===== config.mk =====
export PLATFORM = sky130hd
export DESIGN_NAME = gate_bist_ctrl
export DESIGN_NICKNAME = d
export VERILOG_FILES = /design/src/rtl/gate_bist_ctrl.sv
export SDC_FILE = /design/constraint.sdc
export NUM_CORES = 1
export LEC_CHECK = 0
export CELL_PAD_IN_SITES_DETAIL_PLACEMENT = 0
export CELL_PAD_IN_SITES_GLOBAL_PLACEMENT = 1
export CORE_MARGIN = 5
export CORE_UTILIZATION = 40
export DETAILED_ROUTE_END_ITERATION = 8
export PLACE_DENSITY_LB_ADDON = 0.1
export REMOVE_ABC_BUFFERS = 1
export SLEW_MARGIN = 20
export SYNTH_ARGS = -nofsm -noshare
export SYNTH_HDL_FRONTEND = slang
export SYNTH_SLANG_ARGS = --single-unit

===== constraint.sdc =====
create_clock -name clk -period 2.8 [get_ports clk]
set_input_delay 0.56 -clock clk [delete_from_list [all_inputs] [get_ports clk]]
set_output_delay 0.56 -clock clk [all_outputs]
set_load 0.01 [all_outputs]

===== src/rtl/gate_bist_ctrl.sv =====
// Built-in self-test controller for the two-input basic-gate unit.
// Sweeps {A,B} through 00,01,10,11, holds each vector for SETTLE_CYCLES,
// then compares the unit's seven outputs against the ideal truth table.
// Reports pass/fail, the failing-vector count and the first failure.
// All outputs are registered.

module gate_bist_ctrl #(
    parameter int unsigned SETTLE_CYCLES = 32'd2
) (
    input  logic       clk,
    input  logic       rst_n,
    input  logic       start,
    input  logic [6:0] dut_y,
    output logic       vec_a,
    output logic       vec_b,
    output logic       busy,
    output logic       done,
    output logic       pass,
    output logic [2:0] err_count,
    output logic [1:0] fail_vec,
    output logic [6:0] fail_mask
);

    // FSM encoding
    localparam logic [1:0] ST_IDLE  = 2'd0;
    localparam logic [1:0] ST_APPLY = 2'd1;
    localparam logic [1:0] ST_CHECK = 2'd2;
    localparam logic [1:0] ST_DONE  = 2'd3;

    // Settle counter runs 0..SETTLE_CYCLES-1, i.e. SETTLE_CYCLES APPLY cycles
    localparam logic [7:0] SETTLE_LAST = 8'(SETTLE_CYCLES - 32'd1);

    // Expected gate-unit word for input vector {A,B}.
    // Bit order: [0]=NOT A, [1]=AND, [2]=OR, [3]=NAND, [4]=NOR, [5]=XOR, [6]=XNOR.
    function automatic logic [6:0] gate_expect(input logic [1:0] vec);
        logic a;
        logic b;
        a = vec[1];
        b = vec[0];
        return {~(a ^ b), (a ^ b), ~(a | b), ~(a & b), (a | b), (a & b), ~a};
    endfunction

    // Registered state
    logic [1:0] state_r;
    logic [1:0] k_r;
    logic [7:0] cnt_r;
    logic [1:0] vec_r;
    logic       busy_r;
    logic       done_r;
    logic       pass_r;
    logic [2:0] err_r;
    logic [1:0] fv_r;
    logic [6:0] fm_r;

    // Next-state values
    logic [1:0] state_s;
    logic [1:0] k_s;
    logic [7:0] cnt_s;
    logic [1:0] vec_s;
    logic       busy_s;
    logic       done_s;
    logic       pass_s;
    logic [2:0] err_s;
    logic [1:0] fv_s;
    logic [6:0] fm_s;

    // Comparison of the current vector against the truth table
    logic [6:0] diff_s;
    logic       mism_s;
    logic [2:0] err_chk_s;

    // Mismatch detection and the error count as it stands after this CHECK
    always_comb begin
        diff_s    = gate_expect(k_r) ^ dut_y;
        mism_s    = (diff_s != 7'd0);
        if (mism_s) begin
            err_chk_s = err_r + 3'd1;
        end else begin
            err_chk_s = err_r;
        end
    end

    // Sequencer next-state and output next-value logic
    always_comb begin
        state_s = state_r;
        k_s     = k_r;
        cnt_s   = cnt_r;
        vec_s   = vec_r;
        busy_s  = busy_r;
        done_s  = 1'b0;
        pass_s  = pass_r;
        err_s   = err_r;
        fv_s    = fv_r;
        fm_s    = fm_r;

        case (state_r)
            ST_IDLE: begin
                vec_s  = 2'b00;
                busy_s = 1'b0;
                if (start) begin
                    // Accept the request: clear the previous run's results
                    state_s = ST_APPLY;
                    k_s     = 2'd0;
                    cnt_s   = 8'd0;
                    vec_s   = 2'b00;
                    busy_s  = 1'b1;
                    pass_s  = 1'b0;
                    err_s   = 3'd0;
                    fv_s    = 2'b00;
                    fm_s    = 7'd0;
                end else begin
                    state_s = ST_IDLE;
                end
            end

            ST_APPLY: begin
                vec_s  = k_r;
                busy_s = 1'b1;
                if (cnt_r == SETTLE_LAST) begin
                    state_s = ST_CHECK;
                    cnt_s   = 8'd0;
                end else begin
                    cnt_s   = cnt_r + 8'd1;
                end
            end

            ST_CHECK: begin
                err_s = err_chk_s;
                // Only the first failing vector of a run is diagnosed
                if (mism_s && (err_r == 3'd0)) begin
                    fv_s = k_r;
                    fm_s = diff_s;
                end else begin
                    fv_s = fv_r;
                    fm_s = fm_r;
                end
                if (k_r == 2'd3) begin
                    state_s = ST_DONE;
                    vec_s   = 2'b00;
                    busy_s  = 1'b0;
                    done_s  = 1'b1;
                    pass_s  = (err_chk_s == 3'd0);
                end else begin
                    state_s = ST_APPLY;
                    k_s     = k_r + 2'd1;
                    vec_s   = k_r + 2'd1;
                    busy_s  = 1'b1;
                end
            end

            ST_DONE: begin
                // Results stay held; start is not looked at here
                state_s = ST_IDLE;
                vec_s   = 2'b00;
                busy_s  = 1'b0;
            end

            default: begin
                state_s = ST_IDLE;
                k_s     = 2'd0;
                cnt_s   = 8'd0;
                vec_s   = 2'b00;
                busy_s  = 1'b0;
                pass_s  = 1'b0;
                err_s   = 3'd0;
                fv_s    = 2'b00;
                fm_s    = 7'd0;
            end
        endcase
    end

    // State and output registers; reset aborts a run and clears all results
    always_ff @(posedge clk or negedge rst_n) begin
        if (!rst_n) begin
            state_r <= ST_IDLE;
            k_r     <= 2'd0;
            cnt_r   <= 8'd0;
            vec_r   <= 2'b00;
            busy_r  <= 1'b0;
            done_r  <= 1'b0;
            pass_r  <= 1'b0;
            err_r   <= 3'd0;
            fv_r    <= 2'b00;
            fm_r    <= 7'd0;
        end else begin
            state_r <= state_s;
            k_r     <= k_s;
            cnt_r   <= cnt_s;
            vec_r   <= vec_s;
            busy_r  <= busy_s;
            done_r  <= done_s;
            pass_r  <= pass_s;
            err_r   <= err_s;
            fv_r    <= fv_s;
            fm_r    <= fm_s;
        end
    end

    assign vec_a     = vec_r[1];
    assign vec_b     = vec_r[0];
    assign busy      = busy_r;
    assign done      = done_r;
    assign pass      = pass_r;
    assign err_count = err_r;
    assign fail_vec  = fv_r;
    assign fail_mask = fm_r;

endmodule


==> results by stage, run 1 <==
Status:
- The flow ran to the end, and the final reports show no timing, DRC or antenna violations.

Power and ir drop:
- Of the total power, the share spent switching nets is 0.383.
- The proportion of power drawn by flip-flops and latches is 0.372.
- The share of total power dissipated in combinational logic is 0.443.
- For this design the ratio of total power to cell area is 895 mW/mm^2.
- VDD sags by at most 370 uV.
- The analysis attributes to net switching a power of 0.676 mW.
- Summed over all cells, the static leakage comes to 0.873 nW.
- Of the total power, the clock network draws 0.186.
- The cell-internal power is 1.09 mW.

Yosys:
- The library cell occupying the most area in the post-synthesis netlist is sky130_fd_sc_hd__dfrtp_1.
- The async set-or-reset flop fraction in the synthesized netlist is 1.00.
- The most used flip-flop cell after synthesis is sky130_fd_sc_hd__dfrtp_1.
- The synthesized netlist contains 40 unique library cells.
- Ranked by total cell area, the synthesized netlist is headed by sky130_fd_sc_hd__dfrtp_1 47%, sky130_fd_sc_hd__a22o_1 6.2%, sky130_fd_sc_hd__ha_1 4.8%.
- The area share of the largest cell type after synthesis is 0.466.
- The post-synthesis sequential element count is 29.
- The cell count after synthesis is 150.
- The number of synthesized flops with an enable pin is 0.
- Summing every instance area after synthesis gives 0.00156 sq mm.
- The Yosys warning count is 0.
- After synthesis, the mean cell area works out to 10.4 sq um.
- The post-synthesis sequential area ratio is 0.466.

Setup path:
- The depth of the worst register-to-register path is 7.
- The setup slack of the most critical reg-to-reg path is 0.43 ns.
- The endpoint identified for the worst register-to-register timing path is err_count[0].
- STA classifies the critical path endpoint as a flip-flop.
- The critical path capture point is err_count[0].
- The data required time at the worst endpoint is 2.97 ns.
- The startpoint-to-endpoint class of the critical path is flip-flop to flip-flop.
- The largest fanout of any net on the critical path is 8.
- The worst flop-to-flop path startpoint is k_r[0].
- Tracing the worst setup path back leads to its startpoint at k_r[0].
- Data arrives at the worst endpoint at 2.53 ns.
- STA classifies the critical path startpoint as a flip-flop.

STA:
- The number of slew-limit violations in the final report is 0.
- Setup total negative slack on the finished layout was measured at 0 ns.
- Setup repair after global routing left no endpoint under its margin.
- The worst pin sits at a relative slew slack of 0.579.
- The final period utilization is 0.846.
- The clock period minus worst slack is 2.37 ns.
- The final-report setup violation count is 0.
- Final hold analysis gives a worst-case slack of 0.463 ns.
- The worst-case clock skew is 0.00804 ns.
- The number of failing hold endpoints at the final stage came to 0.
- For this run, the top clock speed supported by timing is 422 MHz.
- The slew at the pin closest to its max-slew limit is 0.630 ns.

CTS:
- The root cell of the clock tree is sky130_fd_sc_hd__clkbuf_8.
- The H-tree depth reported by CTS is 2.
- For this design, the CTS-stage hold fixing added 0 buffers.
- The CTS clock-pin slew for the worst setup and hold paths is 0.06 ns.
- The maximum buffer depth of the clock tree is 2.
- The CTS sink count is 29.
- In this run, CTS created clock tree buffers numbering 5.
- The clock latency reported for the late side of the worst-skew pair is 0.28 ns.
- The number of post-CTS setup repair buffers is 0.
- The CTS tree is done.
- The number of resized instances in the post-cts repair step is 0.

Route:
- The final routed wire length divided by cell count is 15.0 microns.
- Dividing the detail-routed via count by the number of cells gives 5.26.
- The number of vias after detailed routing is 1220.
- Before antenna repair, the detailed router went through 4 iterations.
- In this run, the number of DRC markers left after iteration 0 of detailed routing was 39.
- For this run, design rule violations remaining after detail routing come to 0.
- The post-detailed-route count of antenna-violating nets is 0.
- The routed design has 3470 microns of wire.

Worst hold path:
- The startpoint identified for the worst hold timing path is cnt_r[7].
- The min-delay analysis places its worst path in the category flip-flop to flip-flop.

Global route:
- Entering global routing, the biggest net connects 30 pins.
- Global routing finished with a remaining overflow of 0.
- The initial antenna violation count came to 0.
- The first global-routing pass estimated 5820 microns of wire.
- In the global route stage, overall resource usage came out at 0.143.
- The number of global-route vias before repair came to 1248.

Cells and area:
- 0 antenna diodes ended up in the layout.
- Leaving out fill and tap cells, the most frequent cell in the layout is sky130_fd_sc_hd__dfrtp_1.
- From synthesis to final layout, the design area changed by 26.7%.
- In the layout the commonest cells are 29 x sky130_fd_sc_hd__dfrtp_1, 26 x sky130_fd_sc_hd__clkdlybuf4s50_1, 12 x sky130_fd_sc_hd__nand2_1, 11 x sky130_fd_sc_hd__a22o_1.
- The share of the core filled with cells is 0.531.
- Of the cells placed in the final design, the portion with a size suffix greater than 1 is 0.109.
- The final instance count without filler cells is 232.
- The final layout contains 199 nets.

Die:
- The top-level I/O count is 27.
- The initialized floorplan defines 22 standard-cell rows.
- The effective utilization at floorplan is 0.419.
- The placeable core region is 0.00372 sq mm.
- The overall die height is 72.4 microns.
- The die boundary width is 72.4 microns.
- The floorplan step defined a die boundary enclosing 0.00524 sq mm.

Place:
- The count of buffers inserted at the top-level ports is 26.
- After detailed placement, the design holds a cell count of 224.
- The final HPWL from detailed placement is 2510 microns.
- The congestion estimate from routability-driven global placement came to 0.791.

Flow run:
- Max-cap violations in this run came to 0.
per-layer routing:
metal  global-route usage  routed length (microns)  vias up
met5                    0                        0        -
met4               0.0553                       57        0
met3               0.0499                      189        5
met2                0.234                     1640       27
met1                0.173                     1590      585
li1                     -                        -      603
critical path, stage by stage, from the launching register on:
cell,delay (ns)
sky130_fd_sc_hd__dfrtp_1,0.49
sky130_fd_sc_hd__inv_1,0.07
sky130_fd_sc_hd__ha_1,0.37
sky130_fd_sc_hd__inv_1,0.15
sky130_fd_sc_hd__a21oi_1,0.12
sky130_fd_sc_hd__a2111oi_4,0.53
sky130_fd_sc_hd__mux2_4,0.35
sky130_fd_sc_hd__a22o_1,0.18
worst min-delay path by stage:
stage | end | cells past startpoint | slack, ns
2_1_floorplan | busy | 0 | 0.26
3_3_place_gp | cnt_r[7] | 1 | 0.46
3_5_place_dp | cnt_r[7] | 1 | 0.45
4_1_cts | cnt_r[7] | 1 | 0.46
5_1_grt | cnt_r[7] | 1 | 0.50
6_report | cnt_r[7] | 1 | 0.46
cell usage after synthesis, types with 2 or more instances:
cell,instances
sky130_fd_sc_hd__dfrtp_1,29
sky130_fd_sc_hd__nand2_1,12
sky130_fd_sc_hd__a22o_1,11
sky130_fd_sc_hd__o21ai_0,9
sky130_fd_sc_hd__o21ai_1,9
sky130_fd_sc_hd__inv_1,8
sky130_fd_sc_hd__nor2_1,7
sky130_fd_sc_hd__ha_1,6
sky130_fd_sc_hd__xor2_1,6
sky130_fd_sc_hd__nor3_1,4
sky130_fd_sc_hd__a21oi_1,3
sky130_fd_sc_hd__nand2b_1,3
sky130_fd_sc_hd__nand3_1,3
sky130_fd_sc_hd__nand4_1,3
sky130_fd_sc_hd__nor2b_1,3
sky130_fd_sc_hd__a31oi_1,2
sky130_fd_sc_hd__buf_2,2
sky130_fd_sc_hd__clkbuf_1,2
sky130_fd_sc_hd__mux2i_1,2
sky130_fd_sc_hd__nor3b_1,2
sky130_fd_sc_hd__o21bai_1,2
sky130_fd_sc_hd__o31ai_1,2
sky130_fd_sc_hd__or2_2,2
sky130_fd_sc_hd__xnor2_1,2
power by group through the flow:
stage / clock network [mW] / logic, mW / registers [mW]
after floorplan: 0 / 0.450 / 0.666
after global placement: 0 / 0.771 / 0.658
after detailed placement: 0 / 0.788 / 0.662
after CTS: 0.343 / 0.790 / 0.655
after global routing: 0.354 / 0.854 / 0.677
final: 0.327 / 0.781 / 0.656
flip-flops by register name (all words and copies together), names as in the netlist:
| register | cells |
|---|---|
| cnt_r | 8 |
| fail_mask | 7 |
| err_count | 3 |
| fail_vec | 2 |
| k_r | 2 |
| state_r | 2 |
| vec_r | 2 |
| busy | 1 |
| done | 1 |
| pass | 1 |
cells by family (layout without fill, tap and decap cells):
kind of cell | count (synthesis) | in the layout | synth area share
AOI/OAI and AO/OA | 45 | 45 | 0.219
xor gates and xnor gates | 8 | 8 | 0.0450
adders and majority gates | 6 | 6 | 0.0482
buffers and inverters | 13 | 47 | 0.0330
DFF | 29 | 29 | 0.466
muxes | 3 | 3 | 0.0225
and+or+nand+nor | 46 | 46 | 0.166
final cells by class:
class / count / area (sq um)
clock buffer: 6 / 72.6
clock inverter: 2 / 10.0
fill: 366 / 1740
inverter: 9 / 33.8
multi-input combinational: 108 / 779
sequential: 29 / 726
tap: 48 / 60.1
timing repair buffer: 30 / 290
per-stage QoR:
step	power, mW	setup slack (ns)	cell area [sq um]
floorplan	1.12	0.582	1540
global placement	1.43	0.354	1890
detailed placement	1.45	0.309	1890
CTS	1.79	0.406	1970
global route	1.89	0.273	1970
finish	1.76	0.431	1970
No activity file was read; power rests on OpenSTA's default activity.
==> run 2: changes to the inputs <==
Settings changed: CORE_UTILIZATION 40 to 36.
Clock period 2.8 ns to 2 ns, I/O delays scaled along.
==> run 2 against run 1 <==
Global-route usage up 0.37 points. Worst setup slack worse by 0.43 ns. Design area up 16%. Hold slack better by 0.029 ns. Non-clock buffer count up 30. Fmax up 18%. Sequential cell count unchanged. Combinational power up 100%. First-iteration DRC count down 15%.
==> results by stage, run 2 (same netlist as run 1, synthesis figures left out) <==
CTS:
- The maximum buffer depth of the clock tree is 2.
- The root cell of the clock tree is sky130_fd_sc_hd__clkbuf_8.
- The clock latency reported for the late side of the worst-skew pair is 0.28 ns.
- Clock-pin slew was measured on the worst setup and hold paths at 0.06 ns.
- The tree built by TritonCTS fans out to 29 sinks.
- The CTS tree is done.
- Buffers inserted during clock tree synthesis total 5.
- The H-tree was split into 2 levels.

Setup path:
- In this run the worst path has a maximum fanout of 5.
- The worst flop-to-flop path startpoint is k_r[1].
- The data required time at the worst endpoint is 2.22 ns.
- The setup slack of the most critical reg-to-reg path is 0.0006 ns.
- Measured in cells, the most critical reg-to-reg path has a length of 7.
- The endpoint identified for the worst register-to-register timing path is fail_mask[1].
- The startpoint class of the critical path is a flip-flop.
- The arrival time of data at the critical path endpoint is 2.22 ns.
- The startpoint-to-endpoint class of the critical path is flip-flop to flip-flop.
- The endpoint type of the worst setup path is a flip-flop.

STA:
- The setup TNS is 0 ns.
- The final-report setup violation count is 0.
- The smallest hold slack is 0.492 ns.
- The slew at the pin closest to its max-slew limit is 0.393 ns.
- The worst max-slew margin expressed relative to the limit is 0.738.
- In the finished design, the share of the clock period the worst path needs comes to 1.00.
- Static timing analysis puts the maximum clock frequency at 500 MHz.
- Setup repair after global routing could not meet its margin everywhere.
- Clock skew on the completed layout was measured at 0.00530 ns.
- The number of failing hold endpoints at the final stage is 0.
- The number of slew-limit violations in the final report came to 0.
- Counting I/O delays and the setup requirement, the final critical path takes 2.00 ns.

Route:
- Summed over all layers, the routed wires come to 3880 microns.
- The routed layout has 1355 vias.
- The post-detailed-route count of antenna-violating nets is 0.
- The number of optimization iterations in the first detailed-route pass is 4.
- In the routed layout, each cell is associated on average with a via count of 5.07.
- Dividing the detail-routed wire length by the instance count gives 14.5 microns.
- After detailed routing, the number of remaining DRC violations is 0.
- For this block, the initial DRC count from the detailed router was 33.

Flow run:
- The max-cap violation count is 0.

Cells and area:
- The layout overhead on the synthesized area is 46.5%.
- More flip-flops sit in one register than any other, and that register is cnt_r.
- In the final layout, the share of cells above drive strength 1 is 0.284.
- After the last flow step, the layout net total stands at 230.
- Once layout is complete, the utilization of the core stands at 0.535.
- The register with the most flip-flops in the layout has 8 of them.
- In the layout the commonest cells are 32 x sky130_fd_sc_hd__buf_4, 29 x sky130_fd_sc_hd__dfrtp_1, 24 x sky130_fd_sc_hd__clkdlybuf4s50_1, 12 x sky130_fd_sc_hd__nand2_1, 11 x sky130_fd_sc_hd__a22o_1.
- The antenna diode count is 0.
- The finished layout holds 267 standard cells, fillers aside.
- The most common cell after layout, fill and taps aside is sky130_fd_sc_hd__buf_4.

Global route:
- The number of global-route vias before repair came to 1321.
- The total global routing overflow is 0.
- For this run, the total global-route usage over all layers was measured as 0.147.
- The initial antenna violation count is 0.
- Entering global routing, the biggest net connects 30 pins.
- The global-route wire length before repair is 6290 microns.

Die:
- After floorplanning, the core was divided into 24 placement rows.
- The floorplan die area is 0.00574 sq mm.
- The die boundary width is 75.8 microns.
- The overall die height is 75.8 microns.
- Pin placement for this block handled 27 I/O pins.
- The effective utilization at floorplan is 0.365.
- The placeable core region is 0.00426 sq mm.

Power and ir drop:
- The leakage power total is 1.03 nW.
- VDD sags by at most 625 uV.
- In this run the power density over the cells is 1270 mW/mm^2.

Worst hold path:
- In this run the most critical hold path is launched from fail_mask[0].
- The classification of the worst-slack hold path is flip-flop to flip-flop.
- The endpoint of the worst hold path is fail_mask[0].
- The number of cells traversed by the worst hold path is 1.

Place:
- At the end of routability-driven placement, the weighted congestion stood at 0.763.
- The final HPWL from detailed placement is 2700 microns.
- The number of placed instances, taps included, is 252.
- The count of buffers added on input and output ports is 26.

Status:
- The flow ran to the end, and the final reports show no timing, DRC or antenna violations.
==> run 2: changes by cell type in the layout (fill, tap and decap cells not counted), sizes merged <==
cell           before  now
clkbuf              6    8
dlygate4sd2         0    2
clkdlybuf4s50      26   24
clkinv              2    0
buf                 4   34
a2bb2oi             1    2
==> run 2: timing repair <==
item,4_1_cts,5_1_grt
gates resized for setup,8,10
endpoints found under the setup margin,14,17
pin swaps,6,8
setup buffers,2,3
cloned,1,1
hold buffers,0,0
==> run 2: final cells by class <==
type	instances	area [sq um]
multi-input cells	109	860
repair buffers	60	514
flip-flops and latches	29	726
fillers	377	1980
well taps	52	65.1
inverters	9	36.3
clock buffers	8	80.1
==> run 2: layer usage <==
metal / wire, microns / track usage / vias up / part of all wire
met2: 1980 / 0.243 / 22 / 0.51
met1: 1680 / 0.180 / 656 / 0.43
met5: 0 / 0 / - / 0
met3: 176 / 0.0475 / 5 / 0.045
li1: - / - / 672 / -
met4: 47 / 0.0466 / 0 / 0.012
==> run 2: metrics by stage <==
stage | power [mW] | setup WS [ns] | instance area (sq um)
4_1_cts | 2.79 | -0.0384 | 2220
5_1_grt | 3.11 | -0.122 | 2280
2_1_floorplan | 1.56 | -0.218 | 1540
3_5_place_dp | 2.23 | -0.344 | 2070
6_report | 2.90 | 0.000594 | 2280
3_3_place_gp | 2.20 | -0.263 | 2070
==> run 2: critical path, cell delays in order, from the launching register on <==
cell	delay, ns
sky130_fd_sc_hd__dfrtp_1	0.42
sky130_fd_sc_hd__inv_2	0.07
sky130_fd_sc_hd__ha_4	0.30
sky130_fd_sc_hd__nand2b_4	0.07
sky130_fd_sc_hd__a2111oi_4	0.46
sky130_fd_sc_hd__buf_4	0.22
sky130_fd_sc_hd__a2bb2oi_4	0.22
sky130_fd_sc_hd__a22o_1	0.18
==> run 2: worst max path at each step <==
stage                  start            to  slack [ns]  cells after the start
global placement    dut_y[2]  fail_mask[3]       -0.26                      7
detailed placement  dut_y[2]  fail_mask[1]       -0.34                      7
finish                k_r[1]  fail_mask[1]      0.0006                      7
CTS                   k_r[1]  fail_mask[1]       -0.04                      8
floorplan             k_r[0]  err_count[0]       -0.22                      7
global route          k_r[1]  fail_mask[4]       -0.12                      8
==> run 2: report_power, final <==
part / switching [mW] / internal [mW] / leakage [nW] / total (mW)
registers: 0.130 / 0.738 / 0.392 / 0.867
clock network: 0.218 / 0.247 / 0.0395 / 0.464
logic: 0.724 / 0.846 / 0.604 / 1.57
total: 1.07 / 1.83 / 1.03 / 2.90
==> run 3: changes to the inputs <==
Settings changed: GPL_TIMING_DRIVEN set to 0.
==> run 3 against run 2 <==
Fmax up 0.59%. Clock power rose by 35%. Non-clock buffer count fell by 13. Clock skew down 0.0010 ns. Die area is the same. Sequential share of layout area fell by 0.28 points. Design area rose by 1.6%. Via count fell by 1.3%. Global-route usage decreased by 0.44 points. Largest cell class unchanged.
==> results by stage, run 3 (same netlist as run 1, synthesis figures left out) <==
Status:
- The flow ran to the end, and the final reports show no timing, DRC or antenna violations.

Die:
- The standard-cell row count is 24.
- For this configuration, the core starts out at a cell density of 0.365.
- The overall die height is 75.8 microns.
- The top-level I/O count is 27.
- The placeable core region is 0.00426 sq mm.
- The floorplan die area is 0.00574 sq mm.
- The die boundary width is 75.8 microns.

Place:
- After detailed placement, the total cell area comes to 0.00186 sq mm.
- The final HPWL from detailed placement is 2470 microns.
- The count of buffers added on input and output ports is 26.
- The final weighted congestion in routability-driven placement is 0.792.

STA:
- Setup repair after global routing could not meet its margin everywhere.
- The final-report setup violation count is 0.
- The worst max-slew margin expressed relative to the limit is 0.553.
- The smallest hold slack is 0.150 ns.
- Of the available clock period, the critical path in the final layout requires 0.994.
- Derived from the worst setup path, the maximum achievable clock frequency is 503 MHz.
- The clock period minus worst slack is 1.99 ns.
- For the pin with the worst max-slew slack, the measured transition is 0.669 ns.
- The number of slew-limit violations in the final report came to 0.
- The number of failing hold endpoints at the final stage came to 0.
- In the final timing run, aggregate negative setup slack is 0 ns.
- The worst-case clock skew is 0.00429 ns.

Route:
- For this run, design rule violations remaining after detail routing come to 0.
- The final route contains 1338 vias.
- The number of optimization iterations in the first detailed-route pass is 4.
- Once detail routing completed, the nets flagged for antenna violations numbered 0.
- The post-detailed-routing wire length is 3950 microns.
- After the first detailed-routing iteration, the DRC count stood at 69.
- After detailed routing, the number of vias per cell comes to 5.27.
- The final routed wire length divided by cell count is 15.5 microns.

Power and ir drop:
- The cell-internal power is 1.95 mW.
- IR analysis of the VDD net gives a maximum drop of 745 uV.
- The power spent charging and discharging nets is 1.10 mW.
- The portion of total power attributed to combinational logic is 0.494.
- Summed over all cells, the static leakage comes to 1.04 nW.
- The cell area power density is 1320 mW/mm^2.
- The share of total power dissipated in the clock network is 0.205.
- Of the total power, registers draw 0.301.
- The switching part of the total power is 0.360.

Setup path:
- For the worst setup path, the data arrival time is 2.15 ns.
- The setup slack of the most critical reg-to-reg path is 0.01 ns.
- In this run the worst setup path begins at k_r[0].
- For the worst setup path, the data required time is 2.16 ns.
- In this run the worst path has a maximum fanout of 5.
- The worst flop-to-flop path startpoint is k_r[0].
- The reg-to-reg critical path endpoint is err_count[0].
- The depth of the worst register-to-register path is 7.
- The endpoint type of the worst setup path is a flip-flop.
- The startpoint-to-endpoint class of the critical path is flip-flop to flip-flop.
- The startpoint class of the critical path is a flip-flop.

CTS:
- TritonCTS built the clock tree.
- The tree is rooted in a sky130_fd_sc_hd__clkbuf_8.
- The CTS sink count is 29.
- The clock latency reported for the late side of the worst-skew pair is 0.27 ns.
- TritonCTS created 5 clock buffers.
- The CTS clock-pin slew for the worst setup and hold paths is 0.07 ns.
- The H-tree depth reported by CTS is 2.
- The number of hold-repair buffers added at the cts stage is 0.
- The maximum buffer depth of the clock tree is 2.

Cells and area:
- Leaving out fill and tap cells, the most frequent cell in the layout is sky130_fd_sc_hd__dfrtp_1.
- Compared with the post-synthesis result, the final layout area differs by 48.9%.
- The antenna diode count is 0.
- The flip-flop count of the largest register after layout is 8.
- The register bank with the most flops is cnt_r.
- In the final layout, the share of cells above drive strength 1 is 0.292.
- The final standard cell area without fillers is 0.00232 sq mm.
- At the end of the flow, the number of nets in the layout was 217.
- Leaving out fill and tap cells, the most frequent cells in the layout are 25 x sky130_fd_sc_hd__dfrtp_1, 20 x sky130_fd_sc_hd__clkdlybuf4s50_1, 17 x sky130_fd_sc_hd__buf_4, 12 x sky130_fd_sc_hd__nand2_1, 11 x sky130_fd_sc_hd__a22o_1.

Global route:
- The global-route wire length before repair is 6050 microns.
- Entering global routing, the biggest net connects 30 pins.
- The number of global-route vias before repair came to 1243.
- The total global routing overflow is 0.
- The initial antenna violation count is 0.
- For this run, the total global-route usage over all layers was measured as 0.142.

Worst hold path:
- The classification of the worst-slack hold path is input pin to asynchronous set/reset pin.

Flow run:
- The max-cap violation count is 0.
[run 3: worst max-delay path, stage by stage, from the launching register on]
cell and delay (ns):
sky130_fd_sc_hd__dfrtp_2 0.42, sky130_fd_sc_hd__inv_2 0.06, sky130_fd_sc_hd__ha_4 0.31, sky130_fd_sc_hd__nand2b_4 0.07
sky130_fd_sc_hd__a2111oi_4 0.35, sky130_fd_sc_hd__buf_6 0.19, sky130_fd_sc_hd__mux2_4 0.30, sky130_fd_sc_hd__a22o_1 0.17
[run 3: power groups by stage]
stage          Sequential (mW)  Clock (mW)  Combinational [mW]
6_report                 0.920       0.626                1.51
2_1_floorplan            0.932           0               0.629
5_1_grt                  0.948       0.675                1.62
3_5_place_dp             0.926           0                1.06
4_1_cts                  0.913       0.642                1.29
3_3_place_gp             0.919           0                1.04
[run 3: repair_timing]
action	CTS	global route
pin swaps	8	8
cloned	1	0
setup endpoints to repair	22	15
gates resized for setup	22	20
endpoints found under the hold margin	0	0
setup buffers	12	10
[run 3: final cells by class]
type                    instances  area (sq um)
clock inverters                 1          30.0
repair buffers                 47           429
inverters                       9          36.3
flip-flops and latches         29           731
fillers                       398          1950
well taps                      52          65.1
multi-input cells             109           940
clock buffers                   7          86.3
[run 3: worst max-delay path by stage]
stage	to	slack, ns	cells after the start
5_1_grt	cnt_r[7]	-0.05	8
4_1_cts	err_count[0]	0.009	7
3_5_place_dp	err_count[0]	-0.51	7
6_report	err_count[0]	0.01	7
3_3_place_gp	cnt_r[5]	-0.59	7
2_1_floorplan	err_count[0]	-0.22	7
[run 3: through the flow]
stage | std cells | power, mW | util | setup slack (ns)
2_1_floorplan | 146 | 1.56 | - | -0.218
3_3_place_gp | 224 | 1.95 | 0.437 | -0.589
3_5_place_dp | 224 | 1.99 | 0.437 | -0.506
4_1_cts | 244 | 2.85 | 0.508 | 0.00906
5_1_grt | 254 | 3.24 | 0.543 | -0.0493
6_report | 254 | 3.05 | 0.543 | 0.0123
[run 3: metal layers]
metal,up-vias,global-route usage,part of all wire
met1,663,0.176,0.43
met3,2,0.0396,0.046
met4,0,0.0408,0.0058
met5,-,0,0
li1,640,-,-
met2,33,0.241,0.51
